--- src/rtl/ps2_host_tx.sv ---
// Host-to-device PS/2 command transmitter: inhibit, start bit, 8 data + odd parity + stop, device ack check.
// Latency: ~INHIBIT_US + 11 device clocks per byte; backpressure: tx_ready low (tx_valid ignored) outside IDLE.
module ps2_host_tx #(
    parameter int CLK_HZ       = 100_000_000,
    parameter int INHIBIT_US   = 120,
    parameter int START_TMO_US = 15000,
    parameter int BIT_TMO_US   = 2000,
    parameter int FILT_LEN     = 4
) (
    input  logic       clk,
    input  logic       rst,
    input  logic [7:0] tx_data,
    input  logic       tx_valid,
    output logic       tx_ready,
    input  logic       ps2_clk_in,
    input  logic       ps2_data_in,
    output logic       ps2_clk_oe,
    output logic       ps2_data_oe,
    output logic       busy,
    output logic       done,
    output logic       ack_ok
);
    localparam int unsigned INH_CYC   = 32'((64'(INHIBIT_US)   * 64'(CLK_HZ)) / 64'd1_000_000);
    localparam int unsigned START_CYC = 32'((64'(START_TMO_US) * 64'(CLK_HZ)) / 64'd1_000_000);
    localparam int unsigned BIT_CYC   = 32'((64'(BIT_TMO_US)   * 64'(CLK_HZ)) / 64'd1_000_000);
    localparam int unsigned TMR_MAX   = (INH_CYC > START_CYC) ? ((INH_CYC > BIT_CYC) ? INH_CYC : BIT_CYC)
                                                              : ((START_CYC > BIT_CYC) ? START_CYC : BIT_CYC);
    localparam int TMR_W = $clog2(TMR_MAX + 1);
    localparam int FC_W  = $clog2(FILT_LEN + 1);

    localparam logic [TMR_W-1:0] INH_LOAD   = TMR_W'(INH_CYC - 1);
    localparam logic [TMR_W-1:0] START_LOAD = TMR_W'(START_CYC - 1);
    localparam logic [TMR_W-1:0] BIT_LOAD   = TMR_W'(BIT_CYC - 1);
    localparam logic [FC_W-1:0]  FILT_LAST  = FC_W'(FILT_LEN - 1);

    typedef enum logic [3:0] {
        S_IDLE, S_INHIBIT, S_REQ, S_WAIT_FIRST, S_XFER, S_ACK, S_WAIT_IDLE, S_DONE, S_FAIL
    } state_t;

    state_t            state_q, state_d;
    logic              clk_s1_q, clk_s1_d, clk_s2_q, clk_s2_d;
    logic              data_s1_q, data_s1_d, data_s2_q, data_s2_d;
    logic              clk_filt_q, clk_filt_d;
    logic [FC_W-1:0]   filt_cnt_q, filt_cnt_d;
    logic [TMR_W-1:0]  tmr_q, tmr_d;
    logic [7:0]        byte_q, byte_d;
    logic              par_q, par_d;
    logic [3:0]        bit_q, bit_d;
    logic              ack_q, ack_d;
    logic              clk_oe_q, clk_oe_d, data_oe_q, data_oe_d;
    logic              busy_q, busy_d, ready_q, ready_d;
    logic              done_q, done_d, ack_ok_q, ack_ok_d;
    logic              fe, tmr_expired, to_fail;

    always_comb begin
        clk_s1_d   = ps2_clk_in;
        clk_s2_d   = clk_s1_q;
        data_s1_d  = ps2_data_in;
        data_s2_d  = data_s1_q;
        clk_filt_d = clk_filt_q;
        filt_cnt_d = filt_cnt_q;
        fe         = 1'b0;

        // New clock level accepted only after FILT_LEN consecutive differing samples.
        if (clk_s2_q == clk_filt_q) begin
            filt_cnt_d = '0;
        end else if (filt_cnt_q == FILT_LAST) begin
            clk_filt_d = clk_s2_q;
            filt_cnt_d = '0;
            fe         = clk_filt_q;
        end else begin
            filt_cnt_d = filt_cnt_q + FC_W'(1);
        end

        state_d     = state_q;
        byte_d      = byte_q;
        par_d       = par_q;
        bit_d       = bit_q;
        ack_d       = ack_q;
        clk_oe_d    = clk_oe_q;
        data_oe_d   = data_oe_q;
        busy_d      = busy_q;
        ready_d     = ready_q;
        done_d      = 1'b0;
        ack_ok_d    = 1'b0;
        to_fail     = 1'b0;
        tmr_expired = (tmr_q == '0);
        tmr_d       = tmr_expired ? tmr_q : tmr_q - TMR_W'(1);

        case (state_q)
            S_IDLE: begin
                if (tx_valid && ready_q) begin
                    byte_d   = tx_data;
                    par_d    = ~^tx_data;
                    ack_d    = 1'b0;
                    bit_d    = '0;
                    clk_oe_d = 1'b1;
                    busy_d   = 1'b1;
                    ready_d  = 1'b0;
                    state_d  = S_INHIBIT;
                end
            end
            S_INHIBIT: begin
                if (tmr_expired) begin
                    data_oe_d = 1'b1;
                    state_d   = S_REQ;
                end
            end
            S_REQ: begin
                clk_oe_d = 1'b0;
                state_d  = S_WAIT_FIRST;
            end
            S_WAIT_FIRST: begin
                if (fe) begin
                    data_oe_d = ~byte_q[0];
                    bit_d     = 4'd1;
                    state_d   = S_XFER;
                end else if (tmr_expired) begin
                    to_fail = 1'b1;
                end
            end
            S_XFER: begin
                if (fe) begin
                    bit_d = bit_q + 4'd1;
                    if (bit_q <= 4'd7) begin
                        data_oe_d = ~byte_q[bit_q[2:0]];
                    end else if (bit_q == 4'd8) begin
                        data_oe_d = ~par_q;
                    end else begin
                        data_oe_d = 1'b0;
                        state_d   = S_ACK;
                    end
                end else if (tmr_expired) begin
                    to_fail = 1'b1;
                end
            end
            S_ACK: begin
                if (fe) begin
                    if (!data_s2_q) begin
                        ack_d   = 1'b1;
                        state_d = S_WAIT_IDLE;
                    end else begin
                        to_fail = 1'b1;
                    end
                end else if (tmr_expired) begin
                    to_fail = 1'b1;
                end
            end
            S_WAIT_IDLE: begin
                if (clk_s2_q && data_s2_q) begin
                    done_d   = 1'b1;
                    ack_ok_d = ack_q;
                    state_d  = S_DONE;
                end else if (tmr_expired) begin
                    to_fail = 1'b1;
                end
            end
            S_DONE, S_FAIL: begin
                busy_d  = 1'b0;
                ready_d = 1'b1;
                state_d = S_IDLE;
            end
            default: begin
                clk_oe_d  = 1'b0;
                data_oe_d = 1'b0;
                busy_d    = 1'b0;
                ready_d   = 1'b1;
                state_d   = S_IDLE;
            end
        endcase

        if (to_fail) begin
            clk_oe_d  = 1'b0;
            data_oe_d = 1'b0;
            done_d    = 1'b1;
            ack_ok_d  = 1'b0;
            state_d   = S_FAIL;
        end

        // Only bit-phase states restart on fe; the inhibit's own clock pull-down must not stretch it.
        if ((state_d != state_q) || (fe && (state_q inside {S_XFER, S_ACK, S_WAIT_IDLE}))) begin
            case (state_d)
                S_INHIBIT:                   tmr_d = INH_LOAD;
                S_WAIT_FIRST:                tmr_d = START_LOAD;
                S_XFER, S_ACK, S_WAIT_IDLE:  tmr_d = BIT_LOAD;
                default:                     tmr_d = '0;
            endcase
        end
    end

    always_ff @(posedge clk or negedge rst) begin
        if (!rst) begin
            state_q    <= S_IDLE;
            clk_s1_q   <= 1'b1;
            clk_s2_q   <= 1'b1;
            data_s1_q  <= 1'b1;
            data_s2_q  <= 1'b1;
            clk_filt_q <= 1'b1;
            filt_cnt_q <= '0;
            tmr_q      <= '0;
            byte_q     <= '0;
            par_q      <= 1'b0;
            bit_q      <= '0;
            ack_q      <= 1'b0;
            clk_oe_q   <= 1'b0;
            data_oe_q  <= 1'b0;
            busy_q     <= 1'b0;
            ready_q    <= 1'b1;
            done_q     <= 1'b0;
            ack_ok_q   <= 1'b0;
        end else begin
            state_q    <= state_d;
            clk_s1_q   <= clk_s1_d;
            clk_s2_q   <= clk_s2_d;
            data_s1_q  <= data_s1_d;
            data_s2_q  <= data_s2_d;
            clk_filt_q <= clk_filt_d;
            filt_cnt_q <= filt_cnt_d;
            tmr_q      <= tmr_d;
            byte_q     <= byte_d;
            par_q      <= par_d;
            bit_q      <= bit_d;
            ack_q      <= ack_d;
            clk_oe_q   <= clk_oe_d;
            data_oe_q  <= data_oe_d;
            busy_q     <= busy_d;
            ready_q    <= ready_d;
            done_q     <= done_d;
            ack_ok_q   <= ack_ok_d;
        end
    end

    assign tx_ready    = ready_q;
    assign busy        = busy_q;
    assign done        = done_q;
    assign ack_ok      = ack_ok_q;
    assign ps2_clk_oe  = clk_oe_q;
    assign ps2_data_oe = data_oe_q;

endmodule

--- config.mk ---
export PLATFORM = sky130hd
export DESIGN_NAME = ps2_host_tx
export DESIGN_NICKNAME = d
export VERILOG_FILES = /design/src/rtl/ps2_host_tx.sv
export SDC_FILE = /design/constraint.sdc
export NUM_CORES = 1
export LEC_CHECK = 0
export ABC_CLOCK_PERIOD_IN_PS = 2950
export BUFFER_PORTS_ARGS = -buffer_cell sky130_fd_sc_hd__buf_2
export CAP_MARGIN = 20
export CORE_ASPECT_RATIO = 1.25
export CORE_UTILIZATION = 50
export CTS_CLUSTER_SIZE = 14
export DETAILED_ROUTE_END_ITERATION = 10
export PLACE_DENSITY = 0.7
export SYNTH_ARGS = -nofsm -noshare
export SYNTH_HDL_FRONTEND = slang
export SYNTH_SLANG_ARGS = --single-unit
--- constraint.sdc ---
create_clock -name clk -period 2.95 [get_ports clk]
set_clock_uncertainty 0.2 [all_clocks]
set_input_delay 0.1475 -clock clk [delete_from_list [all_inputs] [get_ports clk]]
set_output_delay 0.1475 -clock clk [all_outputs]
set_load 0.01 [all_outputs]
# Yosys cells after proc, flatten, opt, wreduce, memory -nomap -nowiden
# Index checks and enable logic that the tools add are counted.
[word_totals]
input_bits = 13
out_inout_bits = 6
ff_bits = 53
[classes]
bitwise_logic = 5
n_lt_le_gt_ge = 2
reduce_logical = 22
mux = 52
addsub = 3
eq_ne = 29
[op_table]
columns = ["operator", "n"]
rows = [
  ["$pmux W21 S3", 1],
  ["$mux W4", 13],
  ["$mux W21", 2],
  ["$eq A4 B3 Y1 const B", 7],
  ["$pmux W4 S7", 1],
  ["$mux W1", 25],
  ["$logic_not A21 Y1", 1],
  ["$sub A21 B1 Y21 const B", 1],
  ["$eq A4 B2 Y1 const B", 3],
  ["$ne A3 B3 Y1 const B", 4],
  ["$pmux W4 S3", 1],
  ["$reduce_and A4 Y1", 3],
  ["$reduce_or A6 Y1", 2],
  ["$ne A2 B2 Y1 const B", 5],
  ["$eq A4 B1 Y1 const B", 2],
  ["$eq A4 B4 Y1 const B", 2],
  ["$pmux W1 S2", 4],
  ["$reduce_and A2 Y1", 4],
  ["$reduce_xnor A8 Y1", 1],
  ["$reduce_or A7 Y1", 1],
  ["$mux W3", 2],
  ["$ne A2 B1 Y1 const B", 3],
  ["$reduce_bool A3 Y1", 2],
  ["$not A1 Y1", 5],
  ["16 further kinds", 18],
]

# Depth between registers and ports, before layout
[depth]
word_depth = 10
mapped_depth = 12
depth_no_buf = 9

# Least setup slack after synthesis
# OpenSTA, ideal clock, no wires.
[synth_path]
path_type = "register to register"
from = "register tmr_q[0]"
to = "register tmr_q[0]"
t_arrival_ns = 2.785
period_less_slack_ns = 3.134
setup_slack_ns = -0.184
n_path_buf = 1
path_stages_with_launch = 11
t_required_ns = 2.602
path_cell_list = "dfrtp_1 > inv_1 > ha_1 > or4b_1 > buf_2 > or3_1 > nor4_1 > o21ba_2 > a2111oi_4 > a311oi_1 > a21oi_1"
[synth_between]
elab_chain_cells = 9
word_cells_on_any_way = 22
classes_between = "add/sub (1); eq/ne (7); mux (11); reduce/logical (3)"
[synth_rtl]
columns = ["element", "line_no", "rtl"]
rows = [
  ["from (decl)", "45", "logic [TMR_W-1:0] tmr_q, tmr_d;"],
  ["from (signal assigned)", "219", "tmr_q <= tmr_d;"],
  ["$logic_not A21 Y1", "87", "tmr_expired = (tmr_q == '0);"],
  ["$mux W1", "-", ""],
  ["$mux W1, on equally long branches", "150, 114, 138", ""],
  ["$pmux W1 S3", "90", "case (state_q)"],
  ["$mux W4", "172", "if (to_fail) begin"],
  ["$eq A4 B3 Y1", "182", "case (state_d)"],
  ["$reduce_or A3 Y1", "182", ""],
  ["$pmux W21 S3", "182", ""],
  ["$mux W21", "181", "if ((state_d != state_q) || (fe && (state_q inside {S_XFER, S_ACK, S_WAIT_IDLE}))) begin"],
]
# Parallel ways exist; a longest one is shown, timed or not. The select of a mux whose other input is x is not followed.
# A chain may end at the register's enable or synchronous reset.

# Worst setup path in the final report
[layout_path]
from = "register tmr_q[0]"
to = "register tmr_q[11]"
# Same word-level chain as after synthesis.

==> flow_metrics.py <==
metrics = {
    "global_route": {
        "antenna_found_initial": 0,
        "gr-usage-all-layers": 0.2404,
        "grt_pass1_wl_mm": 11.74,
        "grt_max_degree": 51,
        "grt.overflow.total": 0,
        "grt_pass1_vias": 2636,
    },
    "worst_setup_path": {
        "path_class": "reg -> reg",
        "path_depth": 11,
        "startpoint_type": "flop",
        "cpPeakStageDelay_ns": 0.47,
        "r2r_end": "tmr_q[11]",
        "path_buf_inv": 3,
        "ff2ff_path_depth": 11,
        "cpLargestDelayFamily": "simple AND/OR/NAND/NOR gates",
        "critical_path.reg2reg.startpoint": "tmr_q[0]",
        "path_cells": "inv_2 -> ha_4 -> or4b_4 -> buf_6 -> nor3_4 -> a21oi_2 -> or4_4 -> a2111oi_4 -> buf_6 -> nor2_2 -> a221oi_1",
        "cpMaxStageDelayCell": "or4b_4",
        "critPathMaxFanout": 5,
        "crit_top_cell": "buf_6",
        "rrSetupSlack_ns": -0.12,
        "arrival_ns": 3.08,
        "required_ns": 2.96,
        "critPathCaptureType": "flop",
    },
    "sta": {
        "period_minus_slack_ns": 3.069,
        "tightest_slew_ns": 0.5765,
        "final-setup-viol-count": 19,
        "holdWs_ns": 0.05847,
        "fmax_mhz": 325.8,
        "final_max_slew_viol_count": 0,
        "rsz0062_at_grt": "yes",
        "fin_crit_sh": 1.040,
        "tns_ns": -1.390,
        "layout_setup_ws_ns": -0.1191,
        "relSlewSlack": 0.6145,
        "final-hold-violation-count": 0,
    },
    "yosys": {
        "synth_edf_count": 0,
        "ys_warn_count": 0,
        "synth_top_cell_by_area": "dfrtp_1",
        "syn_area_um2": 2988,
        "yosys_register_bits": 53,
        "async_flop_share": 1.000,
        "yosysSeqAreaShare": 0.4464,
        "synthCells": 329,
        "synth.distinct_cells": 62,
        "synth_area_leaders": "dfrtp_1 39%, nand2_1 8.3%, dfstp_2 5.3%",
        "syn_avg_cell_area_um2": 9.082,
        "synth_flop_cell": "dfrtp_1",
        "synth_top_area_share": 0.3936,
        "syn-num-nets": 346,
    },
    "finish": {
        "final_common_cell": "nand2_1",
        "fillers": 461,
        "layout_common_cells": "66 x nand2_1, 47 x dfrtp_1, 45 x buf_4",
        "nets": 419,
        "syn2layout_area_growth_pct": 28.48,
        "antenna_cells": 0,
        "drive_gt1_frac": 0.2960,
    },
    "clock_network": {
        "cts_made_buffers": 5,
        "clkTransAtPathRegs_ns": 0.09,
        "clk_latency_ns": 0.31,
        "cts-root-buf": "clkbuf_8",
        "cts_tree": "done",
        "cts.sinks": 53,
        "cts_max_path_buffers": 2,
        "h-tree-depth": 2,
    },
    "hold_path": {
        "hold_path.class": "in -> reg",
        "whs_endpoint": "tx_ready",
        "min_path_cells": 4,
        "hp-start": "tx_valid",
    },
    "placed_design": {
        "post-dp-hpwl_mm": 5.164,
        "gp_congestion": 0.8694,
        "io_buffers": 18,
    },
    "floorplan": {
        "die_w_um": 71.14,
        "die_area_um2": 6291,
        "die_h_um": 88.43,
        "io_pins": 19,
        "rows": 31,
        "core_area_um2": 5779,
        "start_util": 0.5170,
    },
    "route": {
        "drc_errors": 0,
        "drt_pre_antenna_iters": 6,
        "routed_via_density": 5.756,
        "detail-route-antenna-nets": 0,
        "via_count": 2694,
        "wire_per_inst_um": 15.42,
        "drt-initial-drc-count": 155,
        "wirelength_mm": 7.216,
    },
    "job": {
        "cap_violations": 0,
    },
    "run_status": {
        "violations": "negative setup slack",
        "status": "complete, but fails checks",
    },
    "pwr": {
        "leakagePower_nw": 1.752,
        "ir_drop_mv": 0.4342,
        "power_density_nw_per_um2": 834.3,
    },
}
[worst max path at each step]
stage	to	startpoint	slack, ns
2_1_floorplan	tmr_q[17]	tmr_q[1]	-0.03
3_3_place_gp	tmr_q[0]	tmr_q[1]	-0.26
3_5_place_dp	tmr_q[0]	tmr_q[0]	-0.30
4_1_cts	tmr_q[10]	tmr_q[0]	-0.09
5_1_grt	tmr_q[10]	tmr_q[0]	-0.25
6_report	tmr_q[11]	tmr_q[0]	-0.12
[state kept, by name, indices dropped and copies added, names as in the netlist]
register,flops
par_q,1
clk_s2_q,1
tx_ready,1
clk_filt_q,1
ps2_data_oe,1
data_s2_q,1
state_q,4
filt_cnt_q,3
ack_q,1
byte_q,8
bit_q,4
done,1
tmr_q,21
busy,1
ps2_clk_oe,1
clk_s1_q,1
data_s1_q,1
ack_ok,1
[tightest hold or removal path, stage by stage]
cell	delay, ns
buf_2	0.13
nand2_1	0.06
a21oi_1	0.12
o21ai_0	0.10
[cells by family after synthesis]
group / count (synthesis) / synth area share
muxes: 4 / 0.02219
xor gates and xnor gates: 23 / 0.06742
adders and majority gates: 4 / 0.01675
AOI/OAI and AO/OA: 70 / 0.1608
DFF: 53 / 0.4464
buffers and inverters: 21 / 0.03266
and+or+nand+nor: 154 / 0.2538
[synthesized netlist by cell type, types with 3 or more instances]
library cell / count
nand2_1: 66
dfrtp_1: 47
nor2_1: 21
a21oi_1: 17
xnor2_1: 16
nor3_1: 14
o21ai_0: 13
inv_1: 8
nand3_1: 8
clkbuf_1: 7
xor2_1: 7
dfstp_2: 6
nor4_1: 6
nor2b_1: 5
o21ai_1: 5
a21o_1: 4
and2_1: 4
ha_1: 4
nand2b_1: 4
a211oi_1: 3
a22oi_1: 3
a31oi_1: 3
and3_1: 3
buf_2: 3
o31ai_1: 3
or2_2: 3
or3_1: 3
[area by class of cell]
cell class,instances,area (um2),share of cell area
Clock buffer,7,86.33,0.02249
Inverter,8,30.03,0.007823
Multi-Input combinational cell,255,1694,0.4413
Sequential cell,53,1334,0.3475
Tap cell,66,82.58,0.02151
Timing Repair Buffer,79,611.8,0.1594
[what timing repair did]
| item | in CTS | in global routing |
|---|---|---|
| buffers inserted | 4 | 2 |
| setup endpoints to repair | 21 | 22 |
| pin swaps | 7 | 0 |
| resized for setup | 14 | 10 |
| hold buffers | 11 | 0 |
| endpoints found under the hold margin | 57 | 0 |
[stage by stage]
stage | instances | total power (W) | util | cell area (um2) | worst slack [ns]
global placement | 444 | 0.002496 | 0.5993 | 3463 | -0.2577
finish | 468 | 0.003202 | 0.6642 | 3839 | -0.1191
detailed placement | 444 | 0.002543 | 0.5993 | 3463 | -0.3050
global route | 468 | 0.003411 | 0.6642 | 3839 | -0.2457
CTS | 465 | 0.003091 | 0.6499 | 3756 | -0.09416
floorplan | 329 | 0.002034 | - | 3022 | -0.02814
[report_power, final]
group	internal, W	total [W]	switching [W]	leakage [nW]
combinational	0.000856	0.00175	0.000892	1.04
sequential	0.000906	0.00104	0.000130	0.665
clock	0.000187	0.000418	0.000232	0.0443
total	0.00195	0.00320	0.00125	1.75
[metal layers]
layer,wire length [um],global-route usage
met1,2859,0.2573
met2,3948,0.4658
met3,198,0.03417
met4,210,0.1091
met5,0,0
(Power assumes the default switching activity.)
